<file path="config.mk">
export PLATFORM = sky130hd
export DESIGN_NAME = hub_linear_fold_ctrl
export DESIGN_NICKNAME = d
export VERILOG_FILES = /design/src/rtl/hub_linear_fold_ctrl.sv
export SDC_FILE = /design/constraint.sdc
export NUM_CORES = 1
export LEC_CHECK = 0
export CAP_MARGIN = 20
export CELL_PAD_IN_SITES_DETAIL_PLACEMENT = 1
export CELL_PAD_IN_SITES_GLOBAL_PLACEMENT = 1
export CORE_MARGIN = 10
export CORE_UTILIZATION = 40
export CTS_BUF_LIST = sky130_fd_sc_hd__clkbuf_16
export CTS_CLUSTER_DIAMETER = 30
export DETAILED_ROUTE_END_ITERATION = 12
export PLACE_DENSITY = 0.77
export SLEW_MARGIN = 10
export SYNTH_ARGS = -nofsm -noshare
export SYNTH_HDL_FRONTEND = slang
export SYNTH_SLANG_ARGS = --single-unit
export TNS_END_PERCENT = 100
</file>
<file path="constraint.sdc">
create_clock -name clk -period 3.1 [get_ports clk]
set_input_delay 0.62 -clock clk [delete_from_list [all_inputs] [get_ports clk]]
set_output_delay 0.62 -clock clk [all_outputs]
set_load 0.02 [all_outputs]
</file>
<file path="src/rtl/hub_linear_fold_ctrl.sv">
// Frame sequencer for a folded linear layer: optional weight load, accumulator
// clear, then FOLD parts of SLEN bitstream cycles plus PLAT settle cycles each.
module hub_linear_fold_ctrl #(
   parameter int FOLD = 1,
   parameter int PWID = ($clog2(FOLD) < 2) ? 1 : $clog2(FOLD),
   parameter int SLEN = 1024,
   parameter int PLAT = 0
) (
   input  logic            clk,
   input  logic            rst,
   input  logic            iStart,
   input  logic            iLoadW,
   output logic            oBusy,
   output logic            oLoad,
   output logic            oClear,
   output logic            oSel,
   output logic [PWID-1:0] oPart,
   output logic            oDone
);

   localparam int CMAX = (SLEN > PLAT) ? SLEN : PLAT;
   localparam int CW   = $clog2(CMAX + 1);

   localparam logic [CW-1:0]   CNT_ONE     = CW'(1);
   localparam logic [CW-1:0]   RUN_LAST    = CW'(SLEN - 1);
   localparam logic [CW-1:0]   SETTLE_LAST = (PLAT > 0) ? CW'(PLAT - 1) : CW'(0);
   localparam logic [PWID-1:0] PART_ONE    = PWID'(1);
   localparam logic [PWID-1:0] PART_LAST   = PWID'(FOLD - 1);

   typedef enum logic [2:0] {
      IDLE   = 3'd0,
      LOAD   = 3'd1,
      CLEAR  = 3'd2,
      RUN    = 3'd3,
      SETTLE = 3'd4,
      DONE   = 3'd5
   } state_t;

   state_t          state_q, state_d;
   logic [CW-1:0]   cnt_q, cnt_d;
   logic [PWID-1:0] part_q, part_d;
   logic            sel_q, sel_d;
   logic            part_end_s;

   // State, counter, part index and buffer select registers
   always_ff @(posedge clk or posedge rst) begin
      if (rst) begin
         state_q <= IDLE;
         cnt_q   <= '0;
         part_q  <= '0;
         sel_q   <= 1'b0;
      end else begin
         state_q <= state_d;
         cnt_q   <= cnt_d;
         part_q  <= part_d;
         sel_q   <= sel_d;
      end
   end

   // Next-state logic; a part ends on the last RUN cycle when there is no
   // settle latency, otherwise on the last SETTLE cycle
   always_comb begin
      state_d    = state_q;
      cnt_d      = cnt_q;
      part_d     = part_q;
      sel_d      = sel_q;
      part_end_s = 1'b0;
      case (state_q)
         IDLE, DONE: begin
            sel_d = (state_q == DONE) ? ~sel_q : sel_q;
            if (iStart) begin
               state_d = iLoadW ? LOAD : CLEAR;
            end else begin
               state_d = IDLE;
            end
         end
         LOAD: begin
            state_d = CLEAR;
         end
         CLEAR: begin
            state_d = RUN;
            cnt_d   = '0;
         end
         RUN: begin
            if (cnt_q == RUN_LAST) begin
               cnt_d      = '0;
               state_d    = (PLAT > 0) ? SETTLE : RUN;
               part_end_s = (PLAT == 0);
            end else begin
               cnt_d = cnt_q + CNT_ONE;
            end
         end
         SETTLE: begin
            if (cnt_q == SETTLE_LAST) begin
               cnt_d      = '0;
               part_end_s = 1'b1;
            end else begin
               cnt_d = cnt_q + CNT_ONE;
            end
         end
         default: begin
            state_d = IDLE;
            cnt_d   = '0;
         end
      endcase

      if (part_end_s) begin
         if (part_q == PART_LAST) begin
            state_d = DONE;
         end else begin
            state_d = RUN;
            part_d  = part_q + PART_ONE;
         end
      end else begin
         part_d = (state_d == CLEAR) ? '0 : part_d;
      end
   end

   assign oBusy  = (state_q != IDLE);
   assign oLoad  = (state_q == LOAD);
   assign oClear = (state_q == CLEAR);
   assign oDone  = (state_q == DONE);
   assign oSel   = sel_q;
   assign oPart  = part_q;

endmodule

</file>
==> impl_metrics.env, run 1 <==
export IMPL_place_congestion=0.795
export IMPL_cts_hold_buffers_added=0
export IMPL_critPathLaunchType="register"
export IMPL_rrSetupSlack_ps=1040
export IMPL_r2r_end="cnt_q[5]"
export IMPL_layout_min_cycle_time_ps=2480
export IMPL_nets=119
export IMPL_synth_compound_area_share_pct=22.1
export IMPL_drv_slew=0
export IMPL_clkSinkCount=15
export IMPL_fin_setup_tns_ps=0
export IMPL_muxShareOfSynthArea_pct=1.02
export IMPL_initial_core_util_pct=43.3
export IMPL_clk_latency_ps=250
export IMPL_antenna_found_initial=0
export IMPL_leakage_nw=0.471
export IMPL_avgSynthCellArea_sq_um=9.29
export IMPL_drive_above_1_share_pct=12.5
export IMPL_status="finished clean"
export IMPL_min_path_cells=1
export IMPL_synth_seq_area_share_pct=38.1
export IMPL_synth_async_sr_flop_share_pct=100
export IMPL_fillCellCount=278
export IMPL_path_cells="inv_1 -> nor3b_1 -> clkdlybuf4s50_1"
export IMPL_cts_repair_resized=0
export IMPL_synth_simple_area_share_pct=26.2
export IMPL_track_usage_pct=9.82
export IMPL_fin_worst_skew_ps=2.99
export IMPL_drtAntennaViolNets=0
export IMPL_yosysWarningCount=0
export IMPL_via_count=828
export IMPL_core_area_sq_um=2280
export IMPL_cts_max_path_buffers=2
export IMPL_synth_cell_area_sq_um=985
export IMPL_slowest_delay_ps=670
export IMPL_diodes=0
export IMPL_worst_path_buf_inv=2
export IMPL_syn_instance_count=106
export IMPL_synth_cell_type_count=38
export IMPL_tightest_slew_ps=657
export IMPL_rows=17
export IMPL_cts_tree="built"
export IMPL_cp_slowest_cell="clkdlybuf4s50_1"
export IMPL_synth_ff_type="dfrtp_1"
export IMPL_die_h_microns=69.6
export IMPL_hold_viol=0
export IMPL_cts_setup_buffers=0
export IMPL_worst_ep_arrival_time_ps=1860
export IMPL_r2r_cells=6
export IMPL_grt_pass1_wl_mm=3.99
export IMPL_max_freq_mhz=404
export IMPL_drc_errors=0
export IMPL_synthesis_nets=112
export IMPL_power_frac_comb_pct=20.1
export IMPL_p_per_area_nw_per_um2=635
export IMPL_relSlewSlack_pct=56.2
export IMPL_min_to="oSel"
export IMPL_cts_root_buf="clkbuf_16"
export IMPL_layout_commonest_cell="dfrtp_1"
export IMPL_path_delay_family="buffers and inverters"
export IMPL_wl_per_cell_microns=16.9
export IMPL_yosys_area_share_adder_pct=2.54
export IMPL_grt_pass1_vias=838
export IMPL_regToRegStartpoint="cnt_q[0]"
export IMPL_totalWireLength_mm=2.36
export IMPL_cts_clk_slew_worst_paths_ps=50
export IMPL_dieArea_sq_um=4850
export IMPL_firstDrtPassIters=4
export IMPL_numPortBuffers=8
export IMPL_drt_initial_drc_count=43
export IMPL_htree_levels=1
export IMPL_rsz0062_at_grt="no"
export IMPL_power_internal_w=0.000477
export IMPL_required_ps=2480
export IMPL_swShare_pct=32.5
export IMPL_crit_cells=3
export IMPL_min_path_type="register to register"
export IMPL_crit_path_end_kind="primary output"
export IMPL_numCtsBuffers=3
export IMPL_finalCoreUtilization_pct=49.0
export IMPL_crit_type="register to primary output"
export IMPL_die_x_microns=69.6
export IMPL_period_share_pct=79.9
export IMPL_grt_overflow_total=0
export IMPL_setup_viol=0
export IMPL_grt_max_degree=17
export IMPL_hpwl_mm=1.71
export IMPL_cp_max_fo=10
export IMPL_vdd_drop_max_uv=332
export IMPL_synth_xor_area_share_pct=0.889
export IMPL_area_growth_pct=13.2
export IMPL_synth_edf_count=0
export IMPL_io_pins=10
export IMPL_p_sw_w=0.000230
export IMPL_viasPerCell=5.91
export IMPL_synth_top_family_by_area="simple AND/OR/NAND/NOR gates"
export IMPL_synth_seq_cells=15
export IMPL_most_common_layout_cells="15 x dfrtp_1, 9 x nand3_1, 9 x o21ai_0"
export IMPL_seqPwrFrac_pct=44.8
export IMPL_min_from="oSel"
export IMPL_maxCapViolCount=0
export IMPL_clkPwrFrac_pct=35.1
through the flow:
step,hold slack (ps),instances,setup WS (ps),area (sq um),total power (W)
5_1_grt,483,140,462,1110,0.000754
3_3_place_gp,466,136,945,1040,0.000449
2_1_floorplan,515,106,1330,985,0.000426
3_5_place_dp,460,136,876,1040,0.000459
4_1_cts,467,140,606,1110,0.000712
6_report,465,140,623,1110,0.000708
cell type report:
cell class	count	area, sq um	share of cell area [%]
Sequential cell	15	375	33.7
Clock inverter	1	3.75	0.337
Inverter	6	22.5	2.02
Clock buffer	3	75.1	6.73
Timing Repair Buffer	8	80.1	7.18
Tap cell	28	35.0	3.14
Multi-Input combinational cell	79	523	46.9
synthesized netlist by cell type, types with 2 or more instances:
| library cell | instances | area [sq um] |
|---|---|---|
| a21o_1 | 2 | 15.0 |
| a21o_2 | 2 | 17.5 |
| a21oi_1 | 6 | 30.0 |
| a22oi_1 | 2 | 15.0 |
| a31oi_1 | 4 | 25.0 |
| buf_6 | 5 | 56.3 |
| dfrtp_1 | 15 | 375 |
| ha_1 | 2 | 25.0 |
| inv_1 | 6 | 22.5 |
| nand2_1 | 4 | 15.0 |
| nand3_1 | 9 | 45.0 |
| nand3b_1 | 4 | 30.0 |
| nand4_1 | 4 | 25.0 |
| nor2_1 | 6 | 22.5 |
| nor3_1 | 2 | 10.0 |
| nor3b_1 | 2 | 15.0 |
| nor4_1 | 2 | 12.5 |
| o21ai_0 | 9 | 45.0 |
registers in the layout, indices dropped and copies added, names as in the netlist:
name / flops
state_q: 3
oSel: 1
cnt_q: 11
power groups by stage:
stage | sequential (W) | combinational (W) | clock [W]
floorplan | 0.000289 | 0.000137 | 0
global placement | 0.000314 | 0.000135 | 0
detailed placement | 0.000317 | 0.000142 | 0
CTS | 0.000316 | 0.000144 | 0.000253
global route | 0.000325 | 0.000165 | 0.000265
finish | 0.000317 | 0.000142 | 0.000248
routing by layer:
metal  vias up  track usage [%]  wire, microns
met5         -                0              0
met4         0             5.22             52
met3         5             2.71             99
met2        18             15.4           1020
met1       403             11.8           1190
li1        402                -              -
worst max path at each step:
stage | from | slack, ps | end
finish | state_q[0] | 620 | oDone
global route | state_q[0] | 460 | oDone
CTS | state_q[0] | 610 | oDone
detailed placement | state_q[0] | 880 | oDone
global placement | state_q[0] | 950 | oDone
floorplan | state_q[1] | 1330 | oDone
logic make-up after synthesis:
group                    after synthesis
XOR/XNOR                               1
flip-flops                            15
multiplexers                           1
other                                  1
AO/OA/AOI/OAI                         32
buffers and inverters                 12
AND/OR/NAND/NOR                       42
adder cells (fa/ha/maj)                2
Note: power is estimated with default switching activity, not from simulation.
==> inputs of run 2 (changes only) <==
- clock period: 3.1 -> 2.4 ns (I/O delays scaled with it)
==> run 2 against run 1 <==
Against the previous run: sequential share of layout area is 0.37 points lower; global-route usage rose by 1.1 points; combinational power is 35% higher; register-to-register slack got worse by 690 ps; design area rose by 1.1%; non-clock buffer count rose by 1; critical path depth down 1; sequential cell count did not move; total power increased by 31%; critical path type unchanged.
==> impl_metrics.env, run 2 (synthesis results as in run 1) <==
export IMPL_grt_pass1_vias=909
export IMPL_crit_type="register to primary output"
export IMPL_period_share_pct=95.0
export IMPL_grt_max_degree=17
export IMPL_multi_input_area_sq_um=528
export IMPL_leakage_nw=0.477
export IMPL_totalWireLength_mm=2.57
export IMPL_power_internal_w=0.000617
export IMPL_die_h_microns=69.6
export IMPL_status="finished clean"
export IMPL_most_common_layout_cells="15 x dfrtp_1, 9 x nand3_1, 9 x o21ai_0"
export IMPL_cts_setup_buffers=0
export IMPL_dieArea_sq_um=4850
export IMPL_tightest_slew_ps=626
export IMPL_cp_max_fo=12
export IMPL_grt_pass1_wl_mm=4.50
export IMPL_max_freq_mhz=439
export IMPL_path_delay_family="buffers and inverters"
export IMPL_p_per_area_nw_per_um2=825
export IMPL_worst_ep_arrival_time_ps=1800
export IMPL_nets=120
export IMPL_htree_levels=1
export IMPL_drtAntennaViolNets=0
export IMPL_register_area_sq_um=375
export IMPL_critPathLaunchType="register"
export IMPL_io_pins=10
export IMPL_cts_hold_buffers_added=0
export IMPL_numPortBuffers=8
export IMPL_wl_per_cell_microns=18.2
export IMPL_swShare_pct=33.6
export IMPL_drv_slew=0
export IMPL_fin_setup_tns_ps=0
export IMPL_p_sw_w=0.000313
export IMPL_fin_worst_skew_ps=3.74
export IMPL_drive_above_1_share_pct=14.2
export IMPL_rows=17
export IMPL_layout_commonest_cell="dfrtp_1"
export IMPL_cts_max_path_buffers=2
export IMPL_clk_latency_ps=250
export IMPL_antenna_found_initial=0
export IMPL_required_ps=1920
export IMPL_path_cells="or3_2 -> clkdlybuf4s50_1"
export IMPL_initial_core_util_pct=43.3
export IMPL_cts_tree="built"
export IMPL_cp_slowest_cell="clkdlybuf4s50_1"
export IMPL_numCtsBuffers=3
export IMPL_rrSetupSlack_ps=350
export IMPL_place_congestion=0.841
export IMPL_crit_path_end_kind="primary output"
export IMPL_dp_cells=137
export IMPL_core_area_sq_um=2280
export IMPL_fin_cells=141
export IMPL_worst_path_buf_inv=1
export IMPL_hold_viol=0
export IMPL_power_frac_comb_pct=20.6
export IMPL_cts_clk_slew_worst_paths_ps=50
export IMPL_diodes=0
export IMPL_via_count=849
export IMPL_slowest_delay_ps=550
export IMPL_wl_met3_microns=117
export IMPL_clkPwrFrac_pct=35.1
export IMPL_top_layer="met4"
export IMPL_min_path_type="register to register"
export IMPL_track_usage_pct=10.9
export IMPL_cts_repair_resized=0
export IMPL_relSlewSlack_pct=58.2
export IMPL_area_growth_pct=14.5
export IMPL_grt_overflow_total=0
export IMPL_viasPerCell=6.02
export IMPL_maxCapViolCount=0
export IMPL_clkSinkCount=15
export IMPL_hpwl_mm=1.76
export IMPL_vdd_drop_max_uv=428
export IMPL_rsz0062_at_grt="no"
export IMPL_setup_viol=0
export IMPL_drt_initial_drc_count=48
export IMPL_layout_min_cycle_time_ps=2280
export IMPL_fillCellCount=269
export IMPL_die_x_microns=69.6
export IMPL_drc_errors=0
export IMPL_wl_met1_mm=1.24
export IMPL_firstDrtPassIters=4
export IMPL_cts_root_buf="clkbuf_16"
export IMPL_largest_reg_flops=11
export IMPL_dr_wl_met2_mm=1.16
export IMPL_seqPwrFrac_pct=44.3
export IMPL_top_register="cnt_q"
-- run 2: changes by cell type in the layout (fill, tap and decap cells not counted) --
| cell | before | now |
|---|---|---|
| buf_4 | 0 | 1 |
| nor3b_2 | 0 | 1 |
| nor3b_1 | 2 | 1 |
-- run 2: worst register-to-register path, delay by kind of cell (launching register included) --
kind | cells | cell delay [ps]
flip-flops | 1 | 440
adder cells (fa/ha/maj) | 1 | 230
AO/OA/AOI/OAI | 3 | 640
AND/OR/NAND/NOR | 2 | 630
-- run 2: worst paths after layout --
| check | startpoint | end | cells past startpoint |
|---|---|---|---|
| max | state_q[2] | oBusy | 2 |
| min | oSel | oSel | 1 |
| max reg2reg | cnt_q[0] | cnt_q[5] | 6 |
| min reg2reg | oSel | oSel | 1 |
| max in group asynchronous | rst | state_q[0] | 2 |
| min in group asynchronous | rst | cnt_q[2] | 2 |
-- run 2: area by class of cell --
type | instances | area share (%)
timing repair buffer | 9 | 7.77
clock buffer | 3 | 6.66
clock inverter | 1 | 0.333
tap | 28 | 3.11
sequential | 15 | 33.3
inverter | 6 | 2.00
multi-input combinational | 79 | 46.8
-- run 2: power by group through the flow --
stage	registers, W	clock network, W	logic, W
after floorplan	0.000373	0	0.000177
after global placement	0.000404	0	0.000172
after detailed placement	0.000413	0	0.000182
after CTS	0.000410	0.000334	0.000194
after global routing	0.000422	0.000347	0.000223
final	0.000412	0.000326	0.000192
-- run 2: per-layer routing --
layer	GRT usage (%)	up-vias
li1	-	407
met1	13.3	421
met2	16.6	15
met3	3.14	6
met4	5.87	0
met5	0	-
-- run 2: per-stage QoR --
stage                     hold WS (ps)  instance area (sq um)  setup WS [ps]  power [W]  utilization, %
after global placement             466                   1040            388   0.000576            45.8
after CTS                          469                   1120           20.1   0.000938            49.3
after global routing               480                   1130           33.5   0.000993            49.5
final                              471                   1130            120   0.000930            49.5
after floorplan                    381                    985            702   0.000550               -
after detailed placement           463                   1040            290   0.000595            45.8
==> inputs of run 3 (changes only) <==
- CORE_UTILIZATION: 40 -> 42
- GPL_TIMING_DRIVEN: unset -> 0
- PLACE_DENSITY: 0.77 -> 0.8
==> run 3 against run 2 <==
Against the previous run: worst hold slack improved by 19 ps; fmax about the same; sequential cell count did not move; register-to-register slack gained 120 ps; routed wire length shrank 2.4%; combinational power rose by 13%; clock skew is 0.70 ps higher; non-clock buffer count grew 5; highest routed layer unchanged.
==> impl_metrics.env, run 3 (synthesis results as in run 1) <==
export IMPL_viasPerCell=5.87
export IMPL_most_common_layout_cells="15 x dfrtp_1, 9 x nand3_1, 9 x o21ai_0"
export IMPL_fillCellCount=271
export IMPL_firstDrtPassIters=4
export IMPL_drtAntennaViolNets=0
export IMPL_drt_initial_drc_count=28
export IMPL_dr_wl_met2_mm=1.29
export IMPL_crit_type="register to primary output"
export IMPL_slowest_delay_ps=550
export IMPL_leakage_nw=0.507
export IMPL_numCtsBuffers=3
export IMPL_initial_core_util_pct=44.1
export IMPL_hold_viol=0
export IMPL_top_register="cnt_q"
export IMPL_totalWireLength_mm=2.51
export IMPL_drive_above_1_share_pct=17.8
export IMPL_power_frac_comb_pct=23.1
export IMPL_drc_errors=0
export IMPL_setup_viol=0
export IMPL_swShare_pct=32.4
export IMPL_hpwl_mm=1.82
export IMPL_cts_tree="built"
export IMPL_worst_path_buf_inv=2
export IMPL_p_sw_w=0.000304
export IMPL_htree_levels=1
export IMPL_area_growth_pct=20.2
export IMPL_required_ps=1920
export IMPL_cts_max_path_buffers=2
export IMPL_place_area_sq_um=1100
export IMPL_multi_input_area_sq_um=528
export IMPL_dp_cells=142
export IMPL_status="finished clean"
export IMPL_wl_per_cell_microns=17.2
export IMPL_wl_met1_mm=1.07
export IMPL_die_h_microns=68.4
export IMPL_finalCoreUtilization_pct=53.0
export IMPL_path_delay_family="buffers and inverters"
export IMPL_grt_pass1_vias=894
export IMPL_fin_setup_tns_ps=0
export IMPL_period_share_pct=95.0
export IMPL_register_area_sq_um=375
export IMPL_cts_root_buf="clkbuf_16"
export IMPL_fin_worst_skew_ps=4.44
export IMPL_relSlewSlack_pct=53.8
export IMPL_critPathLaunchType="register"
export IMPL_worst_ep_arrival_time_ps=1800
export IMPL_antenna_found_initial=0
export IMPL_p_per_area_nw_per_um2=793
export IMPL_rows=17
export IMPL_vdd_drop_max_uv=544
export IMPL_fin_cells=146
export IMPL_drv_slew=0
export IMPL_die_x_microns=68.4
export IMPL_max_freq_mhz=439
export IMPL_io_pins=10
export IMPL_path_cells="buf_6 -> or3_2 -> clkdlybuf4s50_1"
export IMPL_crit_path_end_kind="primary output"
export IMPL_total_power_w=0.000938
export IMPL_place_congestion=0.798
export IMPL_numPortBuffers=8
export IMPL_grt_overflow_total=0
export IMPL_min_path_type="register to register"
export IMPL_wl_met3_microns=92
export IMPL_cp_slowest_cell="clkdlybuf4s50_1"
export IMPL_cts_hold_buffers_added=0
export IMPL_top_layer="met4"
export IMPL_layout_min_cycle_time_ps=2280
export IMPL_layout_commonest_cell="dfrtp_1"
export IMPL_clkPwrFrac_pct=35.0
export IMPL_grt_max_degree=16
export IMPL_rrSetupSlack_ps=470
export IMPL_cts_clk_slew_worst_paths_ps=50
export IMPL_power_internal_w=0.000634
export IMPL_grt_pass1_wl_mm=4.35
export IMPL_rsz0062_at_grt="no"
export IMPL_fin_area_sq_um=1180
export IMPL_clkSinkCount=15
export IMPL_nets=125
export IMPL_dieArea_sq_um=4680
export IMPL_diodes=0
export IMPL_core_area_sq_um=2230
export IMPL_largest_reg_flops=11
export IMPL_maxCapViolCount=0
export IMPL_track_usage_pct=12.5
export IMPL_seqPwrFrac_pct=41.9
export IMPL_clk_latency_ps=250
export IMPL_via_count=857
export IMPL_cp_max_fo=10
export IMPL_tightest_slew_ps=693
==> run 3: routing by layer <==
layer	vias up	track usage, %
met4	0	8.54
met2	15	20.2
met5	-	0
met3	5	3.43
met1	423	13.9
li1	414	-
==> run 3: timing repair <==
| action | in CTS | in global routing |
|---|---|---|
| setup buffers | 0 | 0 |
| endpoints found under the hold margin | 0 | 0 |
| gates resized for setup | 1 | 0 |
| setup endpoints to repair | 1 | 0 |
==> run 3: power by group through the flow <==
stage	Clock, W	Combinational, W	Sequential [W]
finish	0.000328	0.000217	0.000393
global route	0.000351	0.000244	0.000405
CTS	0.000331	0.000220	0.000392
detailed placement	0	0.000218	0.000396
global placement	0	0.000208	0.000390
floorplan	0	0.000177	0.000373
==> run 3: worst paths after layout <==
check / endpoint / start / cells after the start
max: oBusy / state_q[2] / 3
min: oSel / oSel / 1
max reg2reg: cnt_q[5] / cnt_q[0] / 6
min reg2reg: oSel / oSel / 1
max in group asynchronous: state_q[0] / rst / 2
min in group asynchronous: cnt_q[3] / rst / 2
==> run 3: cell type report <==
type	count	share of cell area, %
sequential	15	31.7
buffer	6	5.39
multi-input combinational	79	44.6
inverter	6	1.90
clock inverter	1	0.317
timing repair buffer	8	6.77
tap	28	2.96
clock buffer	3	6.34
==> run 3: metrics by stage <==
| step | worst slack (ps) | hold WS (ps) |
|---|---|---|
| after floorplan | 702 | 381 |
| after global placement | 383 | 453 |
| after detailed placement | 252 | 487 |
| after CTS | 111 | 497 |
| after global routing | 57.9 | 522 |
| final | 120 | 490 |
